`src/rtl/spi_pkg.sv`:
```
// rtl/spi_pkg.sv - shared widths, FSM encodings and helpers for the SPI slave receiver
package spi_pkg;

    localparam int SPI_BYTE_W = 8;
    localparam int SPI_CNT_W  = 3;

    localparam logic [SPI_CNT_W-1:0] SPI_CNT_LAST = SPI_CNT_W'(SPI_BYTE_W - 1);

    // One-hot receiver states
    typedef enum logic [1:0] {
        ST_IDLE  = 2'b01,
        ST_SHIFT = 2'b10
    } spi_state_e;

    // True when the synchronised CS level means "selected"
    function automatic logic cs_is_active(input logic cs_level, input logic active_high);
        return cs_level == active_high;
    endfunction

endpackage

```
`src/rtl/spi_rx_fifo.sv`:
```
// rtl/spi_rx_fifo.sv - synchronous FIFO holding {first, data} words for the SPI receiver
module spi_rx_fifo #(
    parameter int WIDTH = 9,
    parameter int DEPTH = 4
) (
    input  logic             clk_i,
    input  logic             rst_i,
    input  logic             push,
    input  logic [WIDTH-1:0] push_data,
    input  logic             pop,
    output logic [WIDTH-1:0] pop_data,
    output logic             full,
    output logic             empty
);

    localparam int AW    = (DEPTH > 1) ? $clog2(DEPTH) : 1;
    localparam int CNT_W = AW + 1;

    logic [WIDTH-1:0] mem_q [DEPTH];
    logic [AW-1:0]    wr_ptr_q, wr_ptr_d;
    logic [AW-1:0]    rd_ptr_q, rd_ptr_d;
    logic [CNT_W-1:0] count_q, count_d;
    logic             do_push, do_pop;

    assign empty    = (count_q == '0);
    assign full     = (count_q == CNT_W'(DEPTH));
    assign pop_data = mem_q[rd_ptr_q];

    // A pop frees the slot in the same cycle, so a full FIFO still takes a simultaneous push
    always_comb begin
        do_pop   = pop && !empty;
        do_push  = push && (!full || do_pop);
        wr_ptr_d = do_push ? wr_ptr_q + AW'(1) : wr_ptr_q;
        rd_ptr_d = do_pop  ? rd_ptr_q + AW'(1) : rd_ptr_q;
        count_d  = count_q;
        if (do_push && !do_pop) begin
            count_d = count_q + CNT_W'(1);
        end else if (do_pop && !do_push) begin
            count_d = count_q - CNT_W'(1);
        end
    end

    // Pointer and occupancy registers
    always_ff @(posedge clk_i) begin
        if (rst_i) begin
            wr_ptr_q <= '0;
            rd_ptr_q <= '0;
            count_q  <= '0;
        end else begin
            wr_ptr_q <= wr_ptr_d;
            rd_ptr_q <= rd_ptr_d;
            count_q  <= count_d;
        end
    end

    // Storage array; contents are only observed once written
    always_ff @(posedge clk_i) begin
        if (do_push) begin
            mem_q[wr_ptr_q] <= push_data;
        end
    end

endmodule

```
`src/rtl/spi_slave_rx.sv`:
```
// rtl/spi_slave_rx.sv - SPI slave byte receiver with valid/ready output; SPI_RX_FIFO_EN selects FIFO storage
module spi_slave_rx
    import spi_pkg::*;
#(
    parameter bit CS_ACTIVE_HIGH = 1'b1,
    parameter bit SAMPLE_RISE    = 1'b0,
    parameter int SYNC_STAGES    = 2,
    parameter int FIFO_DEPTH     = 4
) (
    input  logic                  clk_i,
    input  logic                  rst_i,
    input  logic                  spi_cs,
    input  logic                  spi_sck,
    input  logic                  spi_sdi,
    output logic [SPI_BYTE_W-1:0] rx_data,
    output logic                  rx_first,
    output logic                  rx_valid,
    input  logic                  rx_ready,
    output logic                  rx_overrun,
    output logic                  frame_err,
    input  logic                  ovr_clr,
    output logic                  busy
);

    localparam logic CS_IDLE = CS_ACTIVE_HIGH ? 1'b0 : 1'b1;

    if (SYNC_STAGES < 2) begin : g_bad_sync
        $error("spi_slave_rx: SYNC_STAGES must be at least 2");
    end
    if (FIFO_DEPTH < 2 || (FIFO_DEPTH & (FIFO_DEPTH - 1)) != 0) begin : g_bad_depth
        $error("spi_slave_rx: FIFO_DEPTH must be a power of two >= 2");
    end

    logic [SYNC_STAGES-1:0] cs_sync_q, cs_sync_d;
    logic [SYNC_STAGES-1:0] sck_sync_q, sck_sync_d;
    logic [SYNC_STAGES-1:0] sdi_sync_q, sdi_sync_d;
    logic                   sck_prev_q, sck_prev_d;

    spi_state_e             state_q, state_d;
    logic [SPI_CNT_W-1:0]   bitcnt_q, bitcnt_d;
    logic [SPI_BYTE_W-2:0]  shift_q, shift_d;
    logic                   first_q, first_d;
    logic                   push_q, push_d;
    logic [SPI_BYTE_W:0]    push_word_q, push_word_d;
    logic                   frame_err_q, frame_err_d;
    logic                   busy_q, busy_d;
    logic                   ovr_q, ovr_d;

    logic cs_s, sck_s, sdi_s, cs_act, sample_edge;
    logic store_ok;

    assign cs_s        = cs_sync_q[SYNC_STAGES-1];
    assign sck_s       = sck_sync_q[SYNC_STAGES-1];
    assign sdi_s       = sdi_sync_q[SYNC_STAGES-1];
    assign cs_act      = cs_is_active(cs_s, CS_ACTIVE_HIGH);
    // sdi travels through the same depth as sck so it is sampled alongside the edge it belongs to
    assign sample_edge = SAMPLE_RISE ? (sck_s && !sck_prev_q) : (!sck_s && sck_prev_q);

    // Synchroniser shift, edge-detect history, FSM next state, shifter and status
    always_comb begin
        cs_sync_d   = {cs_sync_q[SYNC_STAGES-2:0], spi_cs};
        sck_sync_d  = {sck_sync_q[SYNC_STAGES-2:0], spi_sck};
        sdi_sync_d  = {sdi_sync_q[SYNC_STAGES-2:0], spi_sdi};
        sck_prev_d  = sck_s;

        state_d     = state_q;
        bitcnt_d    = bitcnt_q;
        shift_d     = shift_q;
        first_d     = first_q;
        push_d      = 1'b0;
        push_word_d = push_word_q;
        frame_err_d = 1'b0;
        busy_d      = cs_act;

        unique case (state_q)
            ST_IDLE: begin
                bitcnt_d = '0;
                shift_d  = '0;
                first_d  = 1'b1;
                if (cs_act) begin
                    state_d = ST_SHIFT;
                end
            end
            ST_SHIFT: begin
                if (!cs_act) begin
                    // An edge coinciding with CS release is dropped along with any partial byte
                    state_d     = ST_IDLE;
                    frame_err_d = (bitcnt_q != '0);
                    bitcnt_d    = '0;
                    shift_d     = '0;
                    first_d     = 1'b1;
                end else if (sample_edge) begin
                    shift_d = {shift_q[SPI_BYTE_W-3:0], sdi_s};
                    if (bitcnt_q == SPI_CNT_LAST) begin
                        push_d      = 1'b1;
                        push_word_d = {first_q, shift_q, sdi_s};
                        first_d     = 1'b0;
                        bitcnt_d    = '0;
                    end else begin
                        bitcnt_d = bitcnt_q + SPI_CNT_W'(1);
                    end
                end
            end
            default: begin
                state_d = ST_IDLE;
            end
        endcase

        // A fresh overrun outranks a simultaneous clear
        ovr_d = ovr_q;
        if (ovr_clr) begin
            ovr_d = 1'b0;
        end
        if (push_q && !store_ok) begin
            ovr_d = 1'b1;
        end
    end

    // Receiver state registers
    always_ff @(posedge clk_i) begin
        if (rst_i) begin
            cs_sync_q   <= {SYNC_STAGES{CS_IDLE}};
            sck_sync_q  <= '0;
            sdi_sync_q  <= '0;
            sck_prev_q  <= 1'b0;
            state_q     <= ST_IDLE;
            bitcnt_q    <= '0;
            shift_q     <= '0;
            first_q     <= 1'b1;
            push_q      <= 1'b0;
            push_word_q <= '0;
            frame_err_q <= 1'b0;
            busy_q      <= 1'b0;
            ovr_q       <= 1'b0;
        end else begin
            cs_sync_q   <= cs_sync_d;
            sck_sync_q  <= sck_sync_d;
            sdi_sync_q  <= sdi_sync_d;
            sck_prev_q  <= sck_prev_d;
            state_q     <= state_d;
            bitcnt_q    <= bitcnt_d;
            shift_q     <= shift_d;
            first_q     <= first_d;
            push_q      <= push_d;
            push_word_q <= push_word_d;
            frame_err_q <= frame_err_d;
            busy_q      <= busy_d;
            ovr_q       <= ovr_d;
        end
    end

    assign rx_overrun = ovr_q;
    assign frame_err  = frame_err_q;
    assign busy       = busy_q;

`ifdef SPI_RX_FIFO_EN
    logic                fifo_pop, fifo_full, fifo_empty;
    logic [SPI_BYTE_W:0] fifo_dout;

    assign fifo_pop = !fifo_empty && rx_ready;
    assign store_ok = !fifo_full || fifo_pop;

    spi_rx_fifo #(
        .WIDTH (SPI_BYTE_W + 1),
        .DEPTH (FIFO_DEPTH)
    ) u_fifo (
        .clk_i     (clk_i),
        .rst_i     (rst_i),
        .push      (push_q && store_ok),
        .push_data (push_word_q),
        .pop       (fifo_pop),
        .pop_data  (fifo_dout),
        .full      (fifo_full),
        .empty     (fifo_empty)
    );

    assign rx_valid = !fifo_empty;
    assign rx_first = fifo_empty ? 1'b0 : fifo_dout[SPI_BYTE_W];
    assign rx_data  = fifo_empty ? '0 : fifo_dout[SPI_BYTE_W-1:0];
`else
    logic                hold_valid_q, hold_valid_d;
    logic [SPI_BYTE_W:0] hold_word_q, hold_word_d;
    logic                hold_pop;

    assign hold_pop = hold_valid_q && rx_ready;
    assign store_ok = !hold_valid_q || hold_pop;

    // Single holding register: emptied by a pop, refilled by an accepted push in the same cycle
    always_comb begin
        hold_valid_d = hold_valid_q;
        hold_word_d  = hold_word_q;
        if (hold_pop) begin
            hold_valid_d = 1'b0;
        end
        if (push_q && store_ok) begin
            hold_valid_d = 1'b1;
            hold_word_d  = push_word_q;
        end
    end

    // Holding register state
    always_ff @(posedge clk_i) begin
        if (rst_i) begin
            hold_valid_q <= 1'b0;
            hold_word_q  <= '0;
        end else begin
            hold_valid_q <= hold_valid_d;
            hold_word_q  <= hold_word_d;
        end
    end

    assign rx_valid = hold_valid_q;
    assign rx_first = hold_word_q[SPI_BYTE_W];
    assign rx_data  = hold_word_q[SPI_BYTE_W-1:0];
`endif

endmodule

```
`config.mk`:
```
export PLATFORM = sky130hd
export DESIGN_NAME = spi_slave_rx
export DESIGN_NICKNAME = d
export VERILOG_FILES = /design/src/rtl/spi_pkg.sv /design/src/rtl/spi_rx_fifo.sv /design/src/rtl/spi_slave_rx.sv
export SDC_FILE = /design/constraint.sdc
export NUM_CORES = 1
export LEC_CHECK = 0
export ABC_AREA = 1
export CORE_MARGIN = 1
export CORE_UTILIZATION = 44
export CTS_CLUSTER_SIZE = 8
export DETAILED_ROUTE_END_ITERATION = 10
export GPL_ROUTABILITY_DRIVEN = 1
export PLACE_DENSITY = 0.67
export SLEW_MARGIN = 20
export SYNTH_ARGS = -nofsm -noshare
export SYNTH_HDL_FRONTEND = slang
export SYNTH_SLANG_ARGS = --single-unit
```
`constraint.sdc`:
```
create_clock -name clk_i -period 1.12 [get_ports clk_i]
set_input_delay 0.336 -clock clk_i [delete_from_list [all_inputs] [get_ports clk_i]]
set_output_delay 0.336 -clock clk_i [all_outputs]
set_load 0.005 [all_outputs]
```
### Word-level counts from Yosys, hierarchy flattened

Cells that the tools add are included.
W data, S select, Z words.

* bits in registers: 43
* bits in latches: 0
* RAM bits: 0
* memory bits (read-only): 0
* bits of input ports: 7
* output and inout bits: 13
* word-level logic and storage cells: 63
* memories: 0

* $add $sub $neg: 1
* multiply operators: 0
* div/mod/pow operators: 0
* magnitude comparators: 0
* eq/ne operators: 7
* shifts and indexed selects: 0
* mux-type cells: 19
* bitwise logic cells: 3
* reduce and logical (&&, ||, !) cells: 18

Operators by type and width (count)
* $mux W7: 2
* $pmux W7 S2: 1
* $mux W3: 3
* $mux W1: 8
* $ne A3 B3 Y1 const B: 2
* $pmux W3 S2: 1
* $reduce_bool A2 Y1: 3
* $logic_and A1 B1 Y1: 4
* $mux W2: 2
* $ne A2 B2 Y1 const B: 2
* $pmux W2 S2: 1
* $reduce_and A2 Y1: 2
* $reduce_and A4 Y1: 1
* $reduce_or A4 Y1: 1
* $add A3 B1 Y3 const B: 1
* $eq A3 B3 Y1 const B: 1
* $logic_not A1 Y1: 3
* $not A1 Y1: 3
* $reduce_and A3 Y1: 1
* $reduce_bool A3 Y1: 1
* $reduce_or A3 Y1: 1
* $eq A2 B1 Y1 const B: 1
* $eq A2 B2 Y1 const B: 1
* $pmux W1 S2: 1
* $logic_or A1 B1 Y1: 1

### Logic depth before layout (Yosys ltp)

* depth in word-level cells: 5
* gate-level depth with buffers: 8
* gate-level depth less buffers: 7

### Least setup slack after synthesis

Ideal clock, no wire load.

* path type: register to register
* start: register bitcnt_q[0]
* end: register push_word_q[4]
* library setup time: 0.123 ns
* arrival: 1.078 ns
* required time: 0.997 ns
* path slack: -0.081 ns
* cell stages (with the launch flop): 8
* buffers on the path: 1
* clock period less this slack: 1.201 ns
* cell sequence: dfxtp_1 -> ha_1 -> ha_1 -> nand2_1 -> nor2_4 -> buf_4 -> nand3_1 -> o21ai_0

* cells in the longest elaborated chain, start to end: 2

RTL lines
* start, declared: RTL line spi_slave_rx.sv:40 `logic [SPI_CNT_W-1:0] bitcnt_q, bitcnt_d;`
* start signal, assigned: RTL line spi_slave_rx.sv:141 `bitcnt_q <= bitcnt_d;`
* $eq A3 B3 Y1: RTL line spi_slave_rx.sv:94 `if (bitcnt_q == SPI_CNT_LAST) begin`
* $reduce_and A4 Y1 (no source line)
* end signal, assigned: RTL line spi_slave_rx.sv:145 `push_word_q <= push_word_d;`
* end, declared: RTL line spi_slave_rx.sv:44 `logic [SPI_BYTE_W:0] push_word_q, push_word_d;`

Every way passes these cells.
A chain may end at the register's enable or synchronous reset.

### Worst setup path in the final report

* start: register bitcnt_q[1]
* end: register bitcnt_q[0]

* cells in the longest elaborated chain, start to end: 5

RTL lines
* $eq A3 B3 Y1: RTL line spi_slave_rx.sv:94
* $mux W3: RTL line spi_slave_rx.sv:94
* $mux W3: RTL line spi_slave_rx.sv:92 `end else if (sample_edge) begin`
* $mux W3: RTL line spi_slave_rx.sv:85 `if (!cs_act) begin`
* $pmux W3 S2: RTL line spi_slave_rx.sv:75 `unique case (state_q)`

Every way passes these cells. The select of a mux whose other input is x is not followed.

==> flow_summary_export.csv <==
group,metric,value,unit
grt,grt_max_degree,21,
power_and_ir_drop,powerDensity,1210,mW/mm2
logic_synthesis,synth_cells,223,
power_and_ir_drop,vdd_drop_max,0.630,mV
floorplanning,start_util,46.1,%
detailed_routing,via_per_inst,4.69,
sta,setup_viol,12,
logic_synthesis,synth_area,0.00169,mm2
logic_synthesis,synth_area_leaders,"dfxtp_1 51%, nor2_1 12%, nand3_1 7.1%",
layout,mostFrequentLayoutCell,"nor2_1",
layout,nets,270,
grt,grt_overflow_total,0,
floorplanning,fp.dieArea,0.00409,mm2
logic_synthesis,synth_top_area_share,51.0,%
floorplanning,coreArea,0.00366,mm2
detailed_routing,wl_per_cell,11.1,um
setup_path,slowest_stage,"dfxtp_2",
clocking,cts_tree,"yes",
setup_path,crit_fanout,2,
layout,final_cell_mix,"51 x nor2_1, 27 x dfxtp_1, 25 x nand2_1",
sta,hold_ws,0.345,ns
grt,grt_usage,18.8,%
clocking,cts_sinks,43,
floorplanning,rows,22,
run_status,status,"finished, violations left",
grt,antenna_found_initial,0,
detailed_routing,drc,0,
setup_path,path_buf_inv,2,
layout,fin_util,61.2,%
setup_path,critPathMostFrequentCell,"ha_4",
power_and_ir_drop,p_leak,1.03,nW
sta,maxSlewViolCount,0,
sta,slew_headroom,88.7,%
clocking,insertion_delay,0.30,ns
detailed_routing,dr.pass1.iters,4,
clocking,cts_max_level,2,
sta,skew,0.00929,ns
logic_synthesis,synth_top_area_cell,"dfxtp_1",
logic_synthesis,synth_cell_types,20,
layout,antenna_cells,0,
logic_synthesis,synth_seq_cells,43,
setup_path,worstPathRequired,1.35,ns
logic_synthesis,syn-num-nets,233,
clocking,cts.reportedPaths.clkPinSlew,0.08,ns
layout,syn_to_final_growth,32.8,%
clocking,holdBufCountCts,0,
sta,worst_slew_pin_slew,0.168,ns
setup_path,r2r_slack,-0.10,ns
grt,grt_pass1_wl,5880,um
logic_synthesis,synth_warnings,0,
grt,grt_pass1_vias,1384,
setup_path,criticalPathCategory,"reg -> reg",
setup_path,critPathTopFamily,"flip-flops",
detailed_routing,routed_wl,3420,um
clocking,cts_buffers,5,
placement,hpwl,2260,um
detailed_routing,drtIter0Drc,57,
floorplanning,die_x,63.9,um
logic_synthesis,avgSynthCellArea,7.57,um2
floorplanning,die_height,63.9,um
layout,fill_cells,325,
setup_path,critPathArrivalTime,1.45,ns
clocking,root_buffer,"clkbuf_8",
sta,hold_violations,0,
clocking,cts_buffer_depth,2,
sta,final.min_clock_period,1.22,ns
setup_path,crit_path_start_kind,"flop",
placement,routabilityCongestion,0.770,
detailed_routing,ant_nets,0,
detailed_routing,vias,1449,
floorplanning,ioPinCount,20,
job,cap_viol_max_count,0,
hold_path,hold_class,"in -> reg",
sta,fin_ws,-0.104,ns
logic_synthesis,yosysSeqAreaShare,51.0,%
setup_path,slowest_delay,0.34,ns
placement,io_buffers,19,
sta,finalCritPeriodShare,109,%
setup_path,crit_path_end_kind,"flop",
layout,layout-drive-gt1-share,33.0,%
sta,rsz0062_at_grt,"yes",
setup_path,crit_chain,"ha_4 > ha_4 > buf_4 > inv_2 > nand3_2 > nor2_2 > a21oi_1 > nor2_1",
run_status,violations,"negative setup slack",
sta,max_freq,0.817,GHz
==> registers in the layout (all words and copies together), names as in the netlist <==
name         cells
sck_prev_q       1
bitcnt_q         3
rx_valid         1
push_q           1
push_word_q      9
busy             1
frame_err        1
hold_word_q      9
first_q          1
state_q          2
shift_q          7
cs_sync_q        2
rx_overrun       1
sck_sync_q       2
sdi_sync_q       2
==> synthesized netlist by cell type (all sizes together) <==
cell,instances
a21oi,4
buf,7
clkbuf,4
clkinv,1
dfxtp,43
ha,3
inv,22
nand2,35
nand3,26
nand4,9
nor2,54
nor3,1
o21ai,14
==> worst register-to-register path, stage by stage, from the launching register on <==
cell and delay, ns:
dfxtp_2 0.34, ha_4 0.16, ha_4 0.16, buf_4 0.13, inv_2 0.06, nand3_2 0.08
nor2_2 0.11, a21oi_1 0.04, nor2_1 0.08
==> through the flow <==
step	instance area [um2]	instances	total power, mW	setup WS [ns]	TNS (ns)
after floorplan	1720	223	1.71	-0.0103	-0.0375
after global placement	2080	295	1.79	-0.401	-8.13
after detailed placement	2080	295	1.79	-0.414	-8.54
after CTS	2160	306	2.74	-0.0915	-0.736
after global routing	2240	309	2.84	-0.139	-1.57
final	2240	309	2.71	-0.104	-0.623
==> worst paths after layout <==
kind	startpoint	to	cells after the start
worst max-delay path	bitcnt_q[1]	bitcnt_q[0]	8
worst min register to register	cs_sync_q[0]	cs_sync_q[1]	2
worst min-delay path	rx_ready	rx_overrun	4
worst max register to register	bitcnt_q[1]	bitcnt_q[0]	8
==> layout make-up <==
class / instances / area, um2 / area share [%]
Inverter: 23 / 88.8 / 3.96
Sequential cell: 43 / 881 / 39.3
Tap cell: 48 / 60.1 / 2.68
Multi-Input combinational cell: 147 / 781 / 34.8
Clock buffer: 5 / 68.8 / 3.07
Timing Repair Buffer: 40 / 347 / 15.5
Clock inverter: 3 / 15.0 / 0.670
==> repair_timing <==
action | 4_1_cts | 5_1_grt
setup endpoints to repair | 41 | 31
gates cloned | 1 | 1
buffers inserted | 2 | 2
endpoints found under the hold margin | 0 | 0
pin swaps | 2 | 7
gates resized for setup | 69 | 22
==> cell families (layout without fill, tap and decap cells) <==
family                     after synthesis  in the layout  synth area share [%]
AOI/OAI and AO/OA                       18             18                  5.34
adders and majority gates                3              3                  2.22
buffers and inverters                   34             71                  8.82
DFF                                     43             43                  51.0
and+or+nand+nor                        125            126                  32.6
==> where the power goes <==
group | total, mW | internal (mW) | switching (mW)
clock network | 0.944 | 0.427 | 0.517
registers | 1.57 | 1.55 | 0.0186
logic | 0.193 | 0.0915 | 0.101
==> layer usage <==
metal / wire, um / track usage, %
met4: 61 / 10.2
met5: 0 / 0
met2: 1690 / 33.4
met3: 138 / 5.36
met1: 1530 / 19.9
Note: power is estimated with default switching activity, not from simulation.
